$ cat config.mk
export PLATFORM = sky130hd
export DESIGN_NAME = render_sequencer
export DESIGN_NICKNAME = d
export VERILOG_FILES = /design/src/rtl/render_sequencer.sv
export SDC_FILE = /design/constraint.sdc
export NUM_CORES = 1
export LEC_CHECK = 0
export BUFFER_PORTS_ARGS = -buffer_cell sky130_fd_sc_hd__buf_2
export CORE_AREA = 4 4 195 197
export CTS_CLUSTER_DIAMETER = 150
export DETAILED_ROUTE_END_ITERATION = 7
export DIE_AREA = 0 0 199 201
export PLACE_DENSITY = 0.53
export SYNTH_ARGS = -nofsm -noshare
export SYNTH_HDL_FRONTEND = slang
export SYNTH_SLANG_ARGS = --single-unit
$ cat constraint.sdc
create_clock -name clk -period 5.2 [get_ports clk]
set_input_delay 0 -clock clk [delete_from_list [all_inputs] [get_ports clk]]
set_output_delay 0 -clock clk [all_outputs]
set_load 0.03 [all_outputs]
$ cat src/rtl/render_sequencer.sv
// Render pass sequencer: fetches a vertex-count header and vertex words over Avalon-MM,
// assembles whole vertices and streams them out. Optional cycle counter under RENDER_PERF_EN.
module render_sequencer #(
   parameter int VERTEX_WORDS = 3,
   parameter int MAX_VERTS    = 4096,
   parameter int ADDR_W       = 26
) (
   input  logic                      clk,
   input  logic                      reset,
   input  logic                      do_render,
   input  logic [ADDR_W-1:0]         vertex_buffer_base,
   output logic [ADDR_W-1:0]         avm_address,
   output logic                      avm_read,
   input  logic                      avm_waitrequest,
   input  logic [31:0]               avm_readdata,
   input  logic                      avm_readdatavalid,
   output logic [32*VERTEX_WORDS-1:0] vtx_data,
   output logic                      vtx_valid,
   input  logic                      vtx_ready,
   output logic                      vtx_last,
   output logic                      busy,
   output logic                      render_done,
   output logic [12:0]               verts_sent,
   output logic [2:0]                fsm_state
`ifdef RENDER_PERF_EN
   ,
   output logic [31:0]               perf_cycles
`endif
);

   // Handshake: a vertex transfers on the rising clk edge where vtx_valid && vtx_ready;
   // vtx_data/vtx_last hold steady while vtx_valid is high and vtx_ready is low.
   // A memory request is accepted on the edge where avm_read && !avm_waitrequest.

   localparam int W_W = (VERTEX_WORDS > 1) ? $clog2(VERTEX_WORDS) : 1;
   localparam logic [W_W-1:0] LAST_W = W_W'(VERTEX_WORDS - 1);

   typedef enum logic [2:0] {
      S_IDLE       = 3'd0,
      S_HDR_REQ    = 3'd1,
      S_HDR_WAIT   = 3'd2,
      S_FETCH_REQ  = 3'd3,
      S_FETCH_WAIT = 3'd4,
      S_EMIT       = 3'd5,
      S_DONE       = 3'd6
   } state_t;

   state_t state, state_next;

   logic              do_prev;
   logic [ADDR_W-1:0] base_q;
   logic [ADDR_W-1:0] ptr;
   logic [12:0]       count;
   logic [12:0]       v_idx;
   logic [W_W-1:0]    w_idx;
   logic [31:0]       words [VERTEX_WORDS];

   logic        start;
   logic        hdr_take;
   logic        word_take;
   logic        emit_fire;
   logic [12:0] hdr_count;

   assign start     = (state == S_IDLE) && do_render && !do_prev;
   assign hdr_take  = (state == S_HDR_WAIT) && avm_readdatavalid;
   assign word_take = (state == S_FETCH_WAIT) && avm_readdatavalid;
   assign emit_fire = (state == S_EMIT) && vtx_ready;
   assign hdr_count = (avm_readdata[12:0] > 13'(MAX_VERTS)) ? 13'(MAX_VERTS) : avm_readdata[12:0];

   always_ff @(posedge clk) begin
      if (reset) state <= S_IDLE;
      else       state <= state_next;
   end

   always_comb begin
      state_next  = state;
      avm_read    = 1'b0;
      avm_address = '0;
      vtx_valid   = 1'b0;
      vtx_last    = 1'b0;
      busy        = (state != S_IDLE);
      case (state)
         S_IDLE: begin
            if (start) state_next = S_HDR_REQ;
         end
         S_HDR_REQ: begin
            avm_read    = 1'b1;
            avm_address = base_q;
            if (!avm_waitrequest) state_next = S_HDR_WAIT;
         end
         S_HDR_WAIT: begin
            if (avm_readdatavalid) state_next = (hdr_count == 13'd0) ? S_DONE : S_FETCH_REQ;
         end
         S_FETCH_REQ: begin
            avm_read    = 1'b1;
            avm_address = ptr;
            if (!avm_waitrequest) state_next = S_FETCH_WAIT;
         end
         S_FETCH_WAIT: begin
            if (avm_readdatavalid) state_next = (w_idx == LAST_W) ? S_EMIT : S_FETCH_REQ;
         end
         S_EMIT: begin
            vtx_valid = 1'b1;
            vtx_last  = (v_idx == count - 13'd1);
            if (vtx_ready) state_next = vtx_last ? S_DONE : S_FETCH_REQ;
         end
         S_DONE: begin
            state_next = S_IDLE;
         end
         default: begin
            state_next = S_IDLE;
         end
      endcase
   end

   // ptr walks the word addresses in order, so it equals base + 4 + 4*(v*VERTEX_WORDS + w)
   // and wraps naturally at the address width.
   always_ff @(posedge clk) begin
      if (reset) begin
         do_prev     <= 1'b0;
         base_q      <= '0;
         ptr         <= '0;
         count       <= '0;
         v_idx       <= '0;
         w_idx       <= '0;
         render_done <= 1'b0;
         verts_sent  <= '0;
         for (int i = 0; i < VERTEX_WORDS; i++) words[i] <= '0;
      end else begin
         do_prev     <= do_render;
         render_done <= (state_next == S_DONE);
         if (start) begin
            base_q     <= vertex_buffer_base;
            verts_sent <= '0;
         end
         if (hdr_take) begin
            count <= hdr_count;
            ptr   <= base_q + ADDR_W'(4);
            v_idx <= '0;
            w_idx <= '0;
         end
         if (word_take) begin
            words[w_idx] <= avm_readdata;
            ptr          <= ptr + ADDR_W'(4);
            if (w_idx != LAST_W) w_idx <= w_idx + 1'b1;
         end
         if (emit_fire) begin
            verts_sent <= verts_sent + 13'd1;
            v_idx      <= v_idx + 13'd1;
            w_idx      <= '0;
         end
      end
   end

   for (genvar g = 0; g < VERTEX_WORDS; g++) begin : g_pack
      assign vtx_data[32*g +: 32] = words[g];
   end

   assign fsm_state = state;

`ifdef RENDER_PERF_EN
   always_ff @(posedge clk) begin
      if (reset)                             perf_cycles <= '0;
      else if (start)                        perf_cycles <= '0;
      else if (busy && (perf_cycles != '1))  perf_cycles <= perf_cycles + 32'd1;
   end
`endif

endmodule

* Word-level counts from Yosys, hierarchy flattened
Memories as Yosys holds them, arrays and structs flattened. Index checks and enable logic that the tools add are counted.
Word-level totals: flip-flop bits (word level) 98, memories 1, RAM bits 96
Memory list:
- words | words 3, bits a word 32, rd ports 3, clocked after memory_dff 0, wr ports 3, line 56 | logic [31:0] words [VERTEX_WORDS];
Cells by class: mux-type cells 32, order comparisons 1, eq/ne operators 9, $add $sub $neg 6, reductions and logical operators 15
Operators by type and width (count):
- 13-bit 2-to-1 mux | 5
- 26-bit by 3-bit adder with 26-bit output, second input constant | 2
- 26-bit 2-to-1 mux | 2
- 26-bit one-hot mux with 2 select lines | 1
- 32-bit 2-to-1 mux | 1
- 32-bit OR reduction | 1
- 3-bit 2-to-1 mux | 9
- 13-bit by 1-bit adder with 13-bit output, second input constant | 2
- 3-bit one-hot mux with 6 select lines | 1
- 13-bit equality test | 1
- 13-bit > comparator, second input constant | 1
- 13-bit zero test | 1
- 13-bit by 1-bit subtractor with 13-bit output, second input constant | 1
- 3-bit equality test, second input constant | 3
- 1-bit 2-to-1 mux | 9
- 2-bit 2-to-1 mux | 4
- 3-bit by 2-bit equality test with 1-bit output, second input constant | 2
- 2-bit nonzero test | 3
- 1-bit logical AND | 5
- 2-bit OR reduction | 2
- 3-bit by 1-bit equality test with 1-bit output, second input constant | 1
- 3-bit zero test | 1
- 3-bit nonzero test | 1
- 2-bit by 1-bit adder with 2-bit output, second input constant | 1
- 3 further kinds | 3

* Logic depth before layout (Yosys ltp)
depth in word-level cells 7, depth in mapped cells 16

* Worst setup path after synthesis
OpenSTA, ideal clock, no wires.
path type register to register, start register state[1], in the netlist fsm_state[1], end register ptr[20], cell stages (with the launch flop) 17, clock period less this slack 3.978 ns, arrival time 3.910 ns, setup time 0.069 ns, setup slack 1.222 ns, path through dfxtp_1 clkbuf_1 nand4bb_1 clkbuf_1 clkbuf_1 buf_1 buf_1 nand2_1 nand2_1 ha_1 and3_1 nand4_1 o31ai_1 and2_1 o21ai_1 mux2_2 o21ai_1
On the way: cells in the longest elaborated chain, start to end 3, elaborated cells on any way between the ends 6, classes of those cells eq/ne: 2; mux: 1; reduce/logical: 3
Ends and longest elaborated chain:
- start, declared | line 48 | state_t state, state_next;
- start signal, assigned | line 72 | else state <= state_next;
- 3-bit equality test / 3-bit by 2-bit equality test with 1-bit output (equally long branches) | line 66, 65
- 1-bit logical AND, on equally long branches | line 66, 65
- 26-bit 2-to-1 mux / 2-bit nonzero test (equally long branches)
- end signal, assigned | line 138 | ptr <= base_q + ADDR_W'(4);
- end signal, assigned | line 144 | ptr <= ptr + ADDR_W'(4);
- end, declared | line 52 | logic [ADDR_W-1:0] ptr;
Several ways; a longest one is shown, not always the timed one. A chain may end at the register's enable or synchronous reset.

* Worst setup path in the final report
start register state[0], in the netlist fsm_state[0], end register ptr[20]
The elaborated chain is that of the path after synthesis.

==> metrics.txt <==
top routing layer in use met4; worst-case vdd ir drop 0.235 mV; Synth Register Bits 194; GRT overflow 0; M1 wire length 13.0 mm; maximum fanout count along the critical path 19; DRC violations left 0; period utilisation layout 64.2%; via count of the first global-routing pass 8006; type of the setup path with the least slack flop to flop; Max H-tree Level 4; predominant post-synthesis flop cell sky130_fd_sc_hd__dfxtp_1; cells after synthesis 989; area enclosed by the die boundary 40000 µm²; multiplexer share of the synthesized area 4.40%; Synthesized Nets 1057; number of antenna violations at the first check in global routing 0; total power consumption of the routed design 3.38 mW; Hold Vio Cnt, Final 0; violation count after the first detailed-route iteration 471; number of enable-type register cells in the synthesized netlist 96; sequential area share after synthesis 52.0%; 1st-pass router iterations 4; xor and xnor fraction of the mapped netlist area 2.26%; placement-stage worst setup slack 1.93 ns; data arrival time at the worst-slack endpoint 3.71 ns; number of nets at the end of the flow 1293; Antenna Nets Post-Route 0; Worst Tran Pin Value 1.05 ns; minimum period implied by the final worst setup slack 3.34 ns; die height 201 µm; count of warnings emitted by yosys 0; depth of the most critical reg-to-reg path 11; CTS root buffer sky130_fd_sc_hd__clkbuf_16; number of inserted diodes 0; met2 layer wire length in the routed design 13.2 mm; CTS tree done; Area Overhead vs Synth 28.9%; worst hold slack across all endpoints 0.0362 ns; worst-case clock skew 0.0130 ns; RR Endpoint ptr[20]; setup repair after global routing missed its margin false; minimum setup slack among reg-to-reg paths 1.86 ns; FILL cells 3762; pin count of the biggest net entering global routing 53; Power per Cell Area 282 nW/µm²; final total negative setup slack 0 ns; number of placed I/O pins 207; Leak Pwr 4.62 nW; horizontal die dimension 199 µm; buffer levels on the longest clock path 2; average routed wire per standard cell 16.3 µm; Overall Global Routing Usage 13.9%; headroom to the max-slew limit 29.9%; total via count in the routed design 8148; netlist area before placement 9320 µm²; count of endpoints failing setup in the final report 0; category of the worst setup path launch point flop; final worst setup slack 1.86 ns; amount of wire on met3 after detailed routing 1.42 mm; first-pass GRT wire length 44.8 mm; final weighted congestion of routability-driven global placement 0.819; count of input and output buffers 206; area of the placeable core 36300 µm²; area of all placed cells without fillers 12000 µm²; vias per cell 4.78; kind of end point of the critical path flop; average instance area after synthesis 9.43 µm²; most common cell after layout, fill and taps aside sky130_fd_sc_hd__buf_2; number of max-slew violations in the final report 0; most frequent cells in the layout sky130_fd_sc_hd__buf_2, sky130_fd_sc_hd__nand2_1, sky130_fd_sc_hd__and2_1, sky130_fd_sc_hd__dfxtp_1, sky130_fd_sc_hd__edfxtp_1; combinational family with the most area after synthesis simple AND/OR/NAND/NOR gates; synthesized-area fraction occupied by and/or/nand/nor cells 25.2%; run status finished clean; area fraction in compound gates after synthesis 12.8%; maximum achievable frequency 300 MHz; instance area at placement 10800 µm²; Worst setup endpoint ptr[20]; insertion delay to the later sink of the worst-skew pair 0.45 ns; clock-pin slew on the worst setup and hold paths 0.08 ns; start of the worst register-to-register path fsm_state[0]; required time of the critical path 5.57 ns; starting density of the core 25.7%; fraction of layout cells with a size suffix above 1 22.3%; Critical Path Start fsm_state[0]; adder-cell share of the synthesized area 0.537%; Core Rows 70; detailed placement HPWL 18.9 mm; number of sinks handled by clock tree synthesis 194; Async SR Flop Fraction 0%; distinct cell type count of the synthesized netlist 59; TritonCTS buffer count 17; path type of the worst min-delay path input pin to flop; number of maximum-capacitance constraint violations 0; Post-Route WL 27.9 mm
## timing repair
action / 4_1_cts / 5_1_grt
setup buffers: 0 / 0
hold endpoints to repair: 139 / 0
resized for setup: 0 / 0
hold buffers: 61 / 0
## Yosys cell counts, types with 2 or more instances
library cell	instances	share of area, %
sky130_fd_sc_hd__or3_1	5	0.34
sky130_fd_sc_hd__nor4_1	8	0.54
sky130_fd_sc_hd__nand3_1	48	2.6
sky130_fd_sc_hd__nor2_1	95	3.8
sky130_fd_sc_hd__a311oi_1	7	0.66
sky130_fd_sc_hd__nand2_1	127	5.1
sky130_fd_sc_hd__o211ai_1	5	0.40
sky130_fd_sc_hd__a21o_1	5	0.40
sky130_fd_sc_hd__mux2_2	8	0.97
sky130_fd_sc_hd__inv_1	10	0.40
sky130_fd_sc_hd__a21boi_1	2	0.16
sky130_fd_sc_hd__and3_1	16	1.1
sky130_fd_sc_hd__xnor2_1	16	1.5
sky130_fd_sc_hd__o21bai_1	3	0.24
sky130_fd_sc_hd__and4_1	4	0.38
sky130_fd_sc_hd__o2111ai_1	7	0.66
sky130_fd_sc_hd__and2_1	103	6.9
sky130_fd_sc_hd__ha_1	4	0.54
sky130_fd_sc_hd__xor2_1	8	0.75
sky130_fd_sc_hd__nand3b_1	5	0.40
sky130_fd_sc_hd__o21ai_1	2	0.11
sky130_fd_sc_hd__a31oi_1	14	0.94
sky130_fd_sc_hd__o21ai_0	27	1.4
sky130_fd_sc_hd__dfxtp_1	98	21
sky130_fd_sc_hd__or2_2	7	0.47
sky130_fd_sc_hd__a22oi_1	14	1.1
sky130_fd_sc_hd__o22ai_1	8	0.54
sky130_fd_sc_hd__a211oi_1	9	0.72
sky130_fd_sc_hd__nor3_1	20	1.1
sky130_fd_sc_hd__clkbuf_1	57	2.3
sky130_fd_sc_hd__a21boi_0	2	0.16
sky130_fd_sc_hd__nand4_1	12	0.81
sky130_fd_sc_hd__nor2b_1	4	0.27
sky130_fd_sc_hd__buf_1	4	0.16
sky130_fd_sc_hd__nand2b_1	2	0.13
sky130_fd_sc_hd__nor3b_1	3	0.24
sky130_fd_sc_hd__edfxtp_1	96	31
sky130_fd_sc_hd__mux2i_1	32	3.4
sky130_fd_sc_hd__o211a_1	2	0.21
sky130_fd_sc_hd__o21a_1	3	0.24
sky130_fd_sc_hd__a21oi_1	63	3.4
sky130_fd_sc_hd__or4_1	2	0.16
sky130_fd_sc_hd__o31ai_1	4	0.32
sky130_fd_sc_hd__a32o_1	3	0.32
## cell families (layout without fill, tap and decap cells)
| family | after synthesis | in the layout |
|---|---|---|
| XOR/XNOR | 24 | 24 |
| adder cells (fa/ha/maj) | 4 | 4 |
| multiplexers | 40 | 40 |
| AO/OA/AOI/OAI | 187 | 187 |
| AND/OR/NAND/NOR | 469 | 469 |
| buffers and inverters | 71 | 320 |
| flip-flops | 194 | 194 |
## area by class of cell
type | count | area [µm²] | share of cell area [%]
flip-flops and latches | 194 | 4850 | 40.3
multi-input cells | 724 | 4250 | 35.3
repair buffers | 278 | 1730 | 14.4
well taps | 468 | 586 | 4.87
clock buffers | 17 | 425 | 3.54
clock inverters | 15 | 150 | 1.25
inverters | 10 | 37.5 | 0.312
## how the worst min path moves through the flow
stage / start / end / cells after the start
after floorplan: do_render / do_prev / 1
after global placement: do_render / do_prev / 2
after detailed placement: vertex_buffer_base[0] / base_q[0] / 3
after CTS: reset / verts_sent[9] / 2
after global routing: reset / count[5] / 2
final: reset / verts_sent[1] / 2
## power breakdown
| part | switching [mW] | internal (mW) | leakage [nW] |
|---|---|---|---|
| sequential | 0.0416 | 1.65 | 1.78 |
| clock | 0.681 | 0.642 | 0.280 |
| combinational | 0.243 | 0.131 | 2.56 |
| total | 0.966 | 2.42 | 4.62 |
## registers in the layout, indices dropped and copies added (netlist names)
signal,count
base_q,26
verts_sent,13
count,13
do_prev,1
fsm_state,3
w_idx,2
words,96
ptr,26
render_done,1
v_idx,13
## layer usage
metal,global-route usage [%],up-vias
met2,23.3,226
met4,3.00,0
met5,0,-
met1,18.4,3893
li1,-,4012
met3,3.07,17
## through the flow
step	util, %	cells
2_1_floorplan	-	989
3_3_place_gp	29.9	1613
3_5_place_dp	29.9	1613
4_1_cts	33.1	1706
5_1_grt	33.1	1706
6_report	33.1	1706
## worst max-delay path, cell delays in order, from the launching register on
cell	delay (ns)
sky130_fd_sc_hd__dfxtp_1	0.46
sky130_fd_sc_hd__nand4bb_2	0.44
sky130_fd_sc_hd__nand2_1	0.09
sky130_fd_sc_hd__nand2_1	0.08
sky130_fd_sc_hd__ha_1	0.29
sky130_fd_sc_hd__and3_1	0.25
sky130_fd_sc_hd__nand4_1	0.22
sky130_fd_sc_hd__o31ai_1	0.60
sky130_fd_sc_hd__and2_1	0.32
sky130_fd_sc_hd__o21ai_1	0.11
sky130_fd_sc_hd__mux2_2	0.28
sky130_fd_sc_hd__o21ai_1	0.12
No activity file was read; power rests on OpenSTA's default activity.
